## config.mk

```make
export PLATFORM = sky130hd
export DESIGN_NAME = dcache_ram_sequencer
export DESIGN_NICKNAME = d
export VERILOG_FILES = /design/src/rtl/dcache_ram_sequencer_pkg.sv /design/src/rtl/dcache_ram_sequencer.sv
export SDC_FILE = /design/constraint.sdc
export NUM_CORES = 1
export LEC_CHECK = 0
export ABC_AREA = 1
export ABC_CLOCK_PERIOD_IN_PS = 1670
export CORE_MARGIN = 4
export CORE_UTILIZATION = 38
export CTS_CLUSTER_SIZE = 8
export DETAILED_ROUTE_END_ITERATION = 6
export PLACE_DENSITY = 0.89
export SLEW_MARGIN = 20
export SYNTH_ARGS = -nofsm -noshare
export SYNTH_HDL_FRONTEND = slang
export SYNTH_SLANG_ARGS = --single-unit
```

## constraint.sdc

```tcl
create_clock -name clk -period 1.67 [get_ports clk]
set_clock_uncertainty 0.1 [all_clocks]
set_input_delay 0.2505 -clock clk [delete_from_list [all_inputs] [get_ports clk]]
set_output_delay 0.2505 -clock clk [all_outputs]
set_load 0.01 [all_outputs]
```

## src/rtl/dcache_ram_sequencer_pkg.sv

```systemverilog
// Shared dcache definitions: sequencer state encoding and data-array lane geometry.
package dcache_ram_sequencer_pkg;

    localparam logic [1:0] ST_IDLE  = 2'd0;
    localparam logic [1:0] ST_CPU   = 2'd1;
    localparam logic [1:0] ST_FILL  = 2'd2;
    localparam logic [1:0] ST_CLEAR = 2'd3;

    localparam int LANES  = 4;
    localparam int LANE_W = 8;

endpackage

```

## src/rtl/dcache_ram_sequencer.sv

```systemverilog
// Single owner of the dcache data array port: arbitrates clear, line refill and CPU
// load/store onto one shared RAM address/write bus with a four-state FSM.
module dcache_ram_sequencer
    import dcache_ram_sequencer_pkg::*;
#(
    parameter  int ADDRBITS  = 5,
    parameter  int LINEWORDS = 8,
    localparam int LINEBITS  = ADDRBITS - $clog2(LINEWORDS)
) (
    input  logic                       clk,
    input  logic                       reset_n,

    input  logic                       cpu_req,
    input  logic                       cpu_wr,
    input  logic [ADDRBITS-1:0]        cpu_addr,
    input  logic [LANES*LANE_W-1:0]    cpu_wdata,
    input  logic [LANES-1:0]           cpu_bytemask,
    output logic [LANES*LANE_W-1:0]    cpu_rdata,
    output logic                       cpu_ack,

    input  logic                       fill_req,
    input  logic [LINEBITS-1:0]        fill_line,
    input  logic [LANES*LANE_W-1:0]    fill_data,
    input  logic                       fill_valid,
    output logic                       fill_ready,
    output logic                       fill_done,

    input  logic                       clr_req,
    output logic                       clr_done,

    output logic [ADDRBITS-1:0]        ram_addr,
    output logic [LANES-1:0]           ram_we,
    output logic [LANES*LANE_W-1:0]    ram_wdata,
    input  logic [LANES*LANE_W-1:0]    ram_rdata
);

    localparam int WORDW = LANES * LANE_W;
    localparam int LWB   = $clog2(LINEWORDS);

    localparam logic [ADDRBITS-1:0] CNT_LAST  = '1;
    localparam logic [LWB-1:0]      WORD_LAST = LWB'(LINEWORDS - 1);

    logic [1:0]            r_state;
    logic [ADDRBITS-1:0]   r_cnt;
    logic [ADDRBITS-1:0]   r_addr;
    logic                  r_wr;
    logic [WORDW-1:0]      r_wdata;
    logic [LANES-1:0]      r_mask;
    logic [LINEBITS-1:0]   r_line;
    logic [WORDW-1:0]      r_rdata;
    logic                  r_ack;
    logic                  r_fill_done;
    logic                  r_clr_done;

    logic [ADDRBITS-1:0]   w_fill_addr;
    logic                  w_fill_last;

    // The shared counter walks words within a line during FILL and the whole array during CLEAR.
    assign w_fill_addr = {r_line, r_cnt[LWB-1:0]};
    assign w_fill_last = (r_cnt[LWB-1:0] == WORD_LAST);

    assign cpu_rdata = r_rdata;
    assign cpu_ack   = r_ack;
    assign fill_done = r_fill_done;
    assign clr_done  = r_clr_done;

    always_comb begin
        // NOTE: every output gets a default before the case so no path leaves it unassigned (no latch).
        ram_addr   = '0;
        ram_we     = '0;
        ram_wdata  = '0;
        fill_ready = 1'b0;
        case (r_state)
            ST_CPU: begin
                ram_addr = r_addr;
                if (r_wr) begin
                    ram_we    = r_mask;
                    ram_wdata = r_wdata;
                end
            end
            ST_FILL: begin
                fill_ready = 1'b1;
                ram_addr   = w_fill_addr;
                ram_wdata  = fill_data;
                ram_we     = fill_valid ? '1 : '0;
            end
            ST_CLEAR: begin
                ram_addr = r_cnt;
                ram_we   = '1;
            end
            default: ;
        endcase
    end

    // NOTE: all state is updated with non-blocking assignments so every register samples pre-edge values.
    always_ff @(posedge clk or negedge reset_n) begin
        if (!reset_n) begin
            r_state     <= ST_IDLE;
            r_cnt       <= '0;
            r_addr      <= '0;
            r_wr        <= 1'b0;
            r_wdata     <= '0;
            r_mask      <= '0;
            r_line      <= '0;
            r_rdata     <= '0;
            r_ack       <= 1'b0;
            r_fill_done <= 1'b0;
            r_clr_done  <= 1'b0;
        end else begin
            r_ack       <= 1'b0;
            r_fill_done <= 1'b0;
            r_clr_done  <= 1'b0;
            case (r_state)
                ST_IDLE: begin
                    if (clr_req) begin
                        r_state <= ST_CLEAR;
                        r_cnt   <= '0;
                    end else if (fill_req) begin
                        r_state <= ST_FILL;
                        r_line  <= fill_line;
                        r_cnt   <= '0;
                    end else if (cpu_req) begin
                        r_state <= ST_CPU;
                        r_addr  <= cpu_addr;
                        r_wr    <= cpu_wr;
                        r_wdata <= cpu_wdata;
                        r_mask  <= cpu_bytemask;
                    end
                end
                ST_CPU: begin
                    // On a store this captures the pre-write contents of the addressed word.
                    r_rdata <= ram_rdata;
                    r_ack   <= 1'b1;
                    r_state <= ST_IDLE;
                end
                ST_FILL: begin
                    if (fill_valid) begin
                        if (w_fill_last) begin
                            r_cnt       <= '0;
                            r_fill_done <= 1'b1;
                            r_state     <= ST_IDLE;
                        end else begin
                            r_cnt <= r_cnt + ADDRBITS'(1);
                        end
                    end
                end
                ST_CLEAR: begin
                    if (r_cnt == CNT_LAST) begin
                        r_cnt      <= '0;
                        r_clr_done <= 1'b1;
                        r_state    <= ST_IDLE;
                    end else begin
                        r_cnt <= r_cnt + ADDRBITS'(1);
                    end
                end
                default: r_state <= ST_IDLE;
            endcase
        end
    end

endmodule

```

# ---- Yosys cells after proc, flatten, opt, wreduce, memory -nomap -nowiden
# Index checks and enable logic that the tools add are counted.
dict set report op_classes {
  muxes 26
  n_eq_ne 10
  n_bitwise 2
  n_addsub 1
  reduce_logical 6
}
# cell n
set ops {}
lappend ops {{case mux 32 bit (2 select lines)} 1}
lappend ops {{two-way mux 32 bit} 1}
lappend ops {{case mux 5 bit (3 select lines)} 2}
lappend ops {{two-way mux 5 bit} 5}
lappend ops {{two-way mux 2 bit} 6}
lappend ops {{case mux 4 bit (3 select lines)} 1}
lappend ops {{two-way mux 4 bit} 2}
lappend ops {{case mux 2 bit (4 select lines)} 1}
lappend ops {{AND reduction 4 bit} 2}
lappend ops {{two-way mux 1 bit} 7}
lappend ops {{!= test 2 bit (second input constant)} 3}
lappend ops {{AND reduction 3 bit} 2}
lappend ops {{adder 5 x 1 -> 5 bit (second input constant)} 1}
lappend ops {{== test 5 bit (second input constant)} 1}
lappend ops {{== test 2 bit (second input constant)} 2}
lappend ops {{!= test 4 bit (second input constant)} 1}
lappend ops {{== test 3 bit (second input constant)} 1}
lappend ops {{!= test 3 bit (second input constant)} 1}
lappend ops {{nonzero test 3 bit} 1}
lappend ops {{== test 2 x 1 -> 1 bit (second input constant)} 1}
lappend ops {{zero test 2 bit} 1}
lappend ops {{NOT 1 bit} 2}
dict set report totals {
  input_bits 114
  regBits 86
}

# ---- Logic depth before layout (Yosys ltp)
dict set report depth {
  word_depth 4
  ltp_mapped 10
  ltp_nobuf 10
}

# ---- Worst setup path before layout
# No wires, ideal clock.
dict set report synth_path {
  path_kind {reg-to-output}
  from {register r_state[0]}
  to {output port ram_wdata[10]}
  arrival_time_ns 1.380
  stages_incl_launch_ff 7
  slack_ns -0.061
  cell_sequence {dfrtp_1 > inv_1 > ha_1 > buf_2 > buf_2 > nand2_1 > a21oi_1}
}
dict set report synth_via {
  elab_chain_len 2
  elab_cells_between_ends 3
  cone_classes {eq/ne: 2; mux: 1}
}
# item line
set synth_rtl {}
lappend synth_rtl {{start: declaration} dcache_ram_sequencer.sv:43} ;# logic [1:0] r_state;
lappend synth_rtl {{start signal: assignment} dcache_ram_sequencer.sv:98} ;# r_state <= ST_IDLE;
lappend synth_rtl {{start signal: assignment} dcache_ram_sequencer.sv:116} ;# r_state <= ST_CLEAR;
lappend synth_rtl {{start signal: assignment} dcache_ram_sequencer.sv:119} ;# r_state <= ST_FILL;
lappend synth_rtl {{== test 2 bit or == test 2 x 1 -> 1 bit (tied branches)} dcache_ram_sequencer.sv:73} ;# case (r_state)
lappend synth_rtl {{case mux 32 bit (2 select lines) *} dcache_ram_sequencer.sv:73}
lappend synth_rtl {{end: declaration} dcache_ram_sequencer.sv:33} ;# output logic [LANES*LANE_W-1:0] ram_wdata,
# Every way passes the cells marked *; elsewhere a longest branch is shown, timed or not.

# ---- Worst setup path in the final report
dict set report layout_path {
  from {register r_state[0]}
  to {output port ram_we[0]}
}
dict set report layout_via {
  elab_chain_len 2
  elab_cells_between_ends 4
  cone_classes {eq/ne: 3; mux: 1}
}
# item line
set layout_rtl {}
lappend layout_rtl {{== test 2 bit or == test 2 x 1 -> 1 bit (tied branches)} dcache_ram_sequencer.sv:73}
lappend layout_rtl {{case mux 4 bit (3 select lines) *} dcache_ram_sequencer.sv:73}
lappend layout_rtl {{end: declaration} dcache_ram_sequencer.sv:32} ;# output logic [LANES-1:0] ram_we,
# Marked as above.

==> flow_summary.ini <==
[grt]
grt_max_degree = 87
grt_pass1_vias = 4508
use_met2 = 0.382
grt_pass1_wl_mm = 22.1
antenna_found_initial = 0
gr-usage-met1 = 0.243
gr-total-overflow = 0
grt_usage = 0.215
top_usage_layer = met2
grt_util_met3 = 0.0684

[synthesis]
syn_inst = 476
synth_area_leader_cell = dfrtp_1
ys_seq_elements = 86
synth_ff_type = dfrtp_1
synth_area_leaders = dfrtp_1 51%, nand2_1 13%, mux2_2 8.5%
syn_nets = 598
avgSynthCellArea_um2 = 8.90
syn_area_um2 = 4240
yosysTopAreaCellShare = 0.508
synth_edf_count = 0
synth-async-reset-ratio = 1.00
synth_seq_area_share = 0.508
yosysWarnings = 0
yosysUniqueCellTypes = 22

[place]
port_buffers = 190
place_congestion = 0.836
hpwlAfterDp_mm = 9.25
placed_area_um2 = 6530

[floorplan]
ioPinCount = 191
rows = 38
start_util = 0.389
die_area_um2 = 12900
die_w_um = 114
coreArea_um2 = 10900
fp.dieH_um = 114

[run]
drv_cap = 0

[route]
wl_per_cell_um = 17.0
vias = 4205
dr.pass1.iters = 4
drcViolationCount = 0
drtIter0Drc = 192
detail_route.vias_per_cell = 4.97
wl_mm = 14.4
ant_nets = 0

[power_and_ir_drop]
design_power_total_w = 0.0124
p_clk_frac = 0.123
power.internal_w = 0.00764
seqPwrFrac = 0.295
leakagePower_nw = 3.46
p_switching_w = 0.00475
peakVddDrop_uv = 973
swShare = 0.384
power.density_nw_per_um2 = 1680
combinationalPowerShare = 0.582

[clocking]
clk_pin_slew_ns = 0.09
clock_latency_ns = 0.35
clockBufferDepth = 2
cts_tree = done
clockRootBuffer = clkbuf_8
cts-buffers-inserted = 9
cts.sinks = 86
htreeDepth = 3

[timing]
tightest_slew_ns = 0.443
rsz0062_at_grt = yes
clock.fmax_ghz = 0.461
tns_ns = -17.27
layout_setup_ws_ns = -0.499
setup_violations = 49
min_period_ns = 2.17
slew_viol_final = 0
hold_violations = 0
slew-limit-headroom = 0.705
min_period_over_period = 1.30

[hold_path]
min_path_type = in -> reg

[critical_path]
crit_path_start_kind = register
crit_type = reg -> out
cp_max_fo = 5
crit_arrival_ns = 1.82
required_ns = 1.32
worst_setup_path_end_kind = output port

[finish]
nFillCells = 821
area_growth_pct = 73.8
antenna_cells = 0
final_core_util = 0.676
drive_gt1_frac = 0.351
finalNetCount = 823
final_area_um2 = 7360

[run_status]
violations = negative setup slack
status = finished with violations
-- power groups by stage --
stage               registers [W]  clock network [W]  logic (W)
finish                    0.00366            0.00152    0.00721
global route              0.00378            0.00166    0.00770
CTS                       0.00363            0.00156    0.00674
detailed placement        0.00361                  0    0.00544
global placement          0.00354                  0    0.00525
floorplan                 0.00369                  0    0.00271
-- state kept, by name, indices dropped and copies added (netlist names) --
register,count
clr_done,1
cpu_ack,1
cpu_rdata,32
fill_done,1
r_addr,5
r_cnt,5
r_line,2
r_mask,4
r_state,2
r_wdata,32
r_wr,1
-- area by class of cell --
class	count	area, um2	area share
clock buffers	12	155	0.0211
clock inverters	4	55.1	0.00748
inverters	63	269	0.0365
multi-input cells	304	2120	0.288
flip-flops and latches	86	2150	0.292
well taps	140	175	0.0238
repair buffers	237	2440	0.331
-- cell families after synthesis --
kind of cell | after synthesis | share of synthesized area
compound gates | 92 | 0.129
fa+ha+maj | 8 | 0.0236
buf+inv | 87 | 0.0948
flops | 86 | 0.508
mux | 32 | 0.0850
simple gates | 171 | 0.160
-- critical path: stages, from the launching register on --
cell and delay [ns]:
dfrtp_1 0.42, buf_6 0.14, inv_8 0.06, ha_4 0.20, inv_2 0.06, o21ai_2 0.14, buf_6 0.15, a21oi_2 0.04
nor2_2 0.12, buf_2 0.16
-- path summary, 6_finish.rpt --
| path | start | end | slack [ns] | cells past startpoint |
|---|---|---|---|---|
| setup / recovery | r_state[0] | ram_we[0] | -0.50 | 9 |
| hold / removal | cpu_wdata[4] | r_wdata[4] | 0.34 | 3 |
| setup reg to reg | r_state[1] | r_cnt[3] | -0.12 | 10 |
| hold reg to reg | r_wdata[16] | r_wdata[16] | 0.39 | 2 |
| max in group asynchronous | reset_n | cpu_rdata[22] | 0.74 | 3 |
| min in group asynchronous | reset_n | r_cnt[2] | 0.37 | 3 |
-- metrics by stage --
stage                     hold WS, ns  setup WS (ns)  cells
after global placement          0.216         -0.450    808
after floorplan                -0.145        -0.0241    476
after CTS                       0.328         -0.468    843
final                           0.343         -0.499    846
after detailed placement        0.218         -0.529    808
after global routing            0.335         -0.565    846
-- layout by cell type, fill, tap and decap left out, types with 5 or more instances in the layout --
| master | instances |
|---|---|
| clkdlybuf4s50_1 | 146 |
| nor2_1 | 5 |
| o21ai_2 | 26 |
| dfrtp_1 | 86 |
| inv_1 | 56 |
| clkbuf_8 | 11 |
| o21ai_1 | 21 |
| mux2_2 | 32 |
| nand2_2 | 14 |
| buf_16 | 5 |
| buf_4 | 13 |
| buf_6 | 17 |
| buf_2 | 39 |
| a21oi_2 | 36 |
| nand2_4 | 11 |
| buf_12 | 8 |
| nand2_1 | 121 |
-- per-layer routing --
metal  up-vias  wire length (um)
li1       1967                 -
met5         -                 0
met3        31              1250
met4         0               367
met1      2022              5290
met2       185              7470
-- synthesized netlist by cell type (2+ instances only) --
cell type / count
nand4_1: 3
o21ai_1: 18
o21ai_0: 11
a21oi_1: 40
mux2_2: 32
nand2_1: 148
buf_4: 3
ha_1: 8
dfrtp_1: 86
clkbuf_1: 5
nand3_1: 6
inv_1: 62
nor2_1: 8
o21ai_2: 22
buf_2: 9
buf_6: 7
nand3_2: 2
nor3_1: 2
-- timing repair --
action	in CTS	in global routing
gates cloned	10	2
setup buffers	10	5
pin swaps	19	11
endpoints found under the setup margin	81	82
hold buffers	1	0
resized for setup	254	40
endpoints found under the hold margin	86	0
(Power assumes the default switching activity.)
==> patch, RTL diff (same settings) <==
`LINEWORDS`: 8 -> 16.
--- a/src/rtl/dcache_ram_sequencer.sv
+++ b/src/rtl/dcache_ram_sequencer.sv
@@ -5,5 +5,5 @@
 #(
     parameter  int ADDRBITS  = 5,
-    parameter  int LINEWORDS = 8,
+    parameter  int LINEWORDS = 16,
     localparam int LINEBITS  = ADDRBITS - $clog2(LINEWORDS)
 ) (
Interface: changed (resized fill_line); port bits go from 191 to 190. No check against the original RTL was run, so the function may have changed too.
==> patch against the unedited design <==
- the flow still finishes with violations (setup timing)
- power down 2.9%
- wire length down 1.4%
- sequential power about the same
- worst setup slack better by 0.077 ns
- cell area down 0.25%
- area after synthesis about the same
- critical endpoint is now ram_wdata[31]
- critical path type unchanged
- hold slack worse by 0.041 ns
- highest routed layer unchanged
- sequential cell count down 1
- first-iteration DRC count down 28%
- register-to-register slack worse by 0.07 ns
- cell count up 0.24%
==> patch: results (changes against the unedited design) <==
POWER AND IR DROP
--------------------------------------------------------------------------------
Largest voltage drop on the vdd net                                     0.938 mV   was 0.973 mV
Leakage power                                                            3.59 nW   was 3.46 nW

PLACED DESIGN
--------------------------------------------------------------------------------
HPWL after DPL                                                           9.52 mm   was 9.25 mm
Total cell area at the placement stage                                  6500 µm²   was 6530 µm²
Dpl cells                                                                    812   was 808
Placer congestion estimate                                                 0.827   was 0.836
Buffers added on ports                                                       189   was 190

GLOBAL ROUTING
--------------------------------------------------------------------------------
Global-route wire length before repair                                   21.2 mm   was 22.1 mm
Maximum number of pins on one net before global-route repair                  49   was 87
Via count of the first global-routing pass                                  4430   was 4508
Number of antenna violations at the first check in global routing              0   unchanged
Combined global-route utilization of all metal layers                      0.205   was 0.215

SYNTH
--------------------------------------------------------------------------------
Library cells used by synthesis                                               21   was 22
Mean Syn Cell Area                                                      8.94 µm²   was 8.90 µm²
Yosys warning count                                                            0   unchanged
Most area-consuming cells after synthesis                           dfrtp_1 50%, nand2_1 12%, mux2_2 8.8%   was dfrtp_1 51%, nand2_1 13%, mux2_2 8.5%
Sequential element share of the synthesized area                           0.502   was 0.508
Most instantiated cells after synthesis                             136 x nand2_1, 85 x dfrtp_1, 59 x inv_1, 43 x a21oi_1, 33 x mux2_2   was 148 x nand2_1, 86 x dfrtp_1, 62 x inv_1, 40 x a21oi_1, 32 x mux2_2
Synthesized net count                                                        595   was 598

DETAILED ROUTING
--------------------------------------------------------------------------------
Via count                                                                   4154   was 4205
Routed length per placed instance                                        16.7 µm   was 17.0 µm
Number of DRC violations after detailed-routing iteration 0                  139   was 192
Wire length reported by the detailed router                              14.2 mm   was 14.4 mm

WORST SETUP PATH
--------------------------------------------------------------------------------
Delay contributed by the slowest stage of the critical path              0.40 ns   was 0.42 ns
Gate family responsible for the most delay along the worst path     buffers and inverters   unchanged
Worst reg2reg setup slack                                               -0.19 ns   was -0.12 ns
R2r endpoint                                                        r_cnt[0]$_DFFE_PN0P_   was r_cnt[3]$_DFFE_PN0P_
Depth of the most critical reg-to-reg path                                    11   was 10
Max Fanout on Critical Path                                                    7   was 5
Data arrival time of the critical path                                   1.74 ns   was 1.82 ns

LAYOUT
--------------------------------------------------------------------------------
Fraction of final layout cells sized beyond drive strength 1               0.394   was 0.351
Count of fill cells added during filler insertion                            796   was 821
Antenna diodes                                                                 0   unchanged
Layout Nets                                                                  824   was 823

TIMING
--------------------------------------------------------------------------------
Worst Hold Slack                                                        0.302 ns   was 0.343 ns
Setup slack after layout                                               -0.422 ns   was -0.499 ns
Worst-case headroom to the max-slew limit                                  0.661   was 0.705
Total setup violations reported at the end of the flow                        49   unchanged

CTS
--------------------------------------------------------------------------------
Clock transition at the registers of the reported paths                  0.10 ns
Root buf cell                                                           clkbuf_8   unchanged

MIN PATH
--------------------------------------------------------------------------------
Hold crit path type                                                 primary input to async pin   was primary input to flop

RUN STATUS
--------------------------------------------------------------------------------
Result of the run                                                   complete, but fails checks   unchanged
Violations in the final reports                                     setup timing   unchanged

## patch: changes by cell type after synthesis, moves of 3 or more
cell / before / now
a21oi_1: 40 / 43
inv_1: 62 / 59
nand2_1: 148 / 136
nand2_2: 0 / 11
nand4_1: 3 / 0
nor2_1: 8 / 13
o21ai_0: 11 / 5
## patch: area by class of cell
class | instances | share of cell area
sequential | 85 | 0.290
clock buffer | 9 | 0.0169
tap | 140 | 0.0238
timing repair buffer | 241 | 0.330
inverter | 62 | 0.0344
clock inverter | 7 | 0.0104
multi-input combinational | 304 | 0.295
## patch: worst max path at each step
stage                                 from            end  slack [ns]  cells past startpoint
floorplan           r_state[1]$_DFFE_PN0P_  ram_wdata[11]      -0.007                      7
global placement                fill_valid      ram_we[0]       -0.45                      6
detailed placement  r_state[0]$_DFFE_PN0P_      ram_we[3]       -0.48                      7
CTS                 r_state[1]$_DFFE_PN0P_   ram_wdata[3]       -0.39                      9
global route        r_state[1]$_DFFE_PN0P_  ram_wdata[31]       -0.51                      8
finish              r_state[1]$_DFFE_PN0P_  ram_wdata[31]       -0.42                      8
## patch: what timing repair did
item	4_1_cts	5_1_grt
setup endpoints to repair	81	98
gates cloned	3	6
pin swaps	12	18
hold buffers	1	0
setup buffers	8	6
endpoints found under the hold margin	34	0
resized for setup	244	82
## patch: where the power goes
group / internal [mW] / switching (mW) / leakage [nW]
clock network: 0.595 / 0.855 / 0.103
registers: 2.99 / 0.663 / 1.05
logic: 3.66 / 3.26 / 2.44
## patch: cells by family (layout without fill, tap and decap cells)
logic type      after synthesis  in the layout  share of synthesized area
mux                          33             33                     0.0877
compound gates               89             89                      0.125
simple gates                173            174                      0.167
fa+ha+maj                     8              8                     0.0236
flops                        85             85                      0.502
buf+inv                      86            319                     0.0948
## patch: routing by layer
metal  track usage  routed length (µm)  up-vias
met3        0.0557                 967       33
met2         0.390                7800      162
met5             0                   0        -
met4        0.0649                 367        0
met1         0.218                5040     1998
li1              -                   -     1961
## patch: per-stage QoR
stage          setup slack, ns  total power, mW  setup TNS (ns)   util
2_1_floorplan         -0.00665             6.22          -0.160      -
3_3_place_gp            -0.447             8.74          -17.12  0.597
3_5_place_dp            -0.481             8.98          -19.97  0.597
4_1_cts                 -0.390             11.2          -14.81  0.636
5_1_grt                 -0.511             12.7          -19.06  0.675
6_report                -0.422             12.0          -14.92  0.675
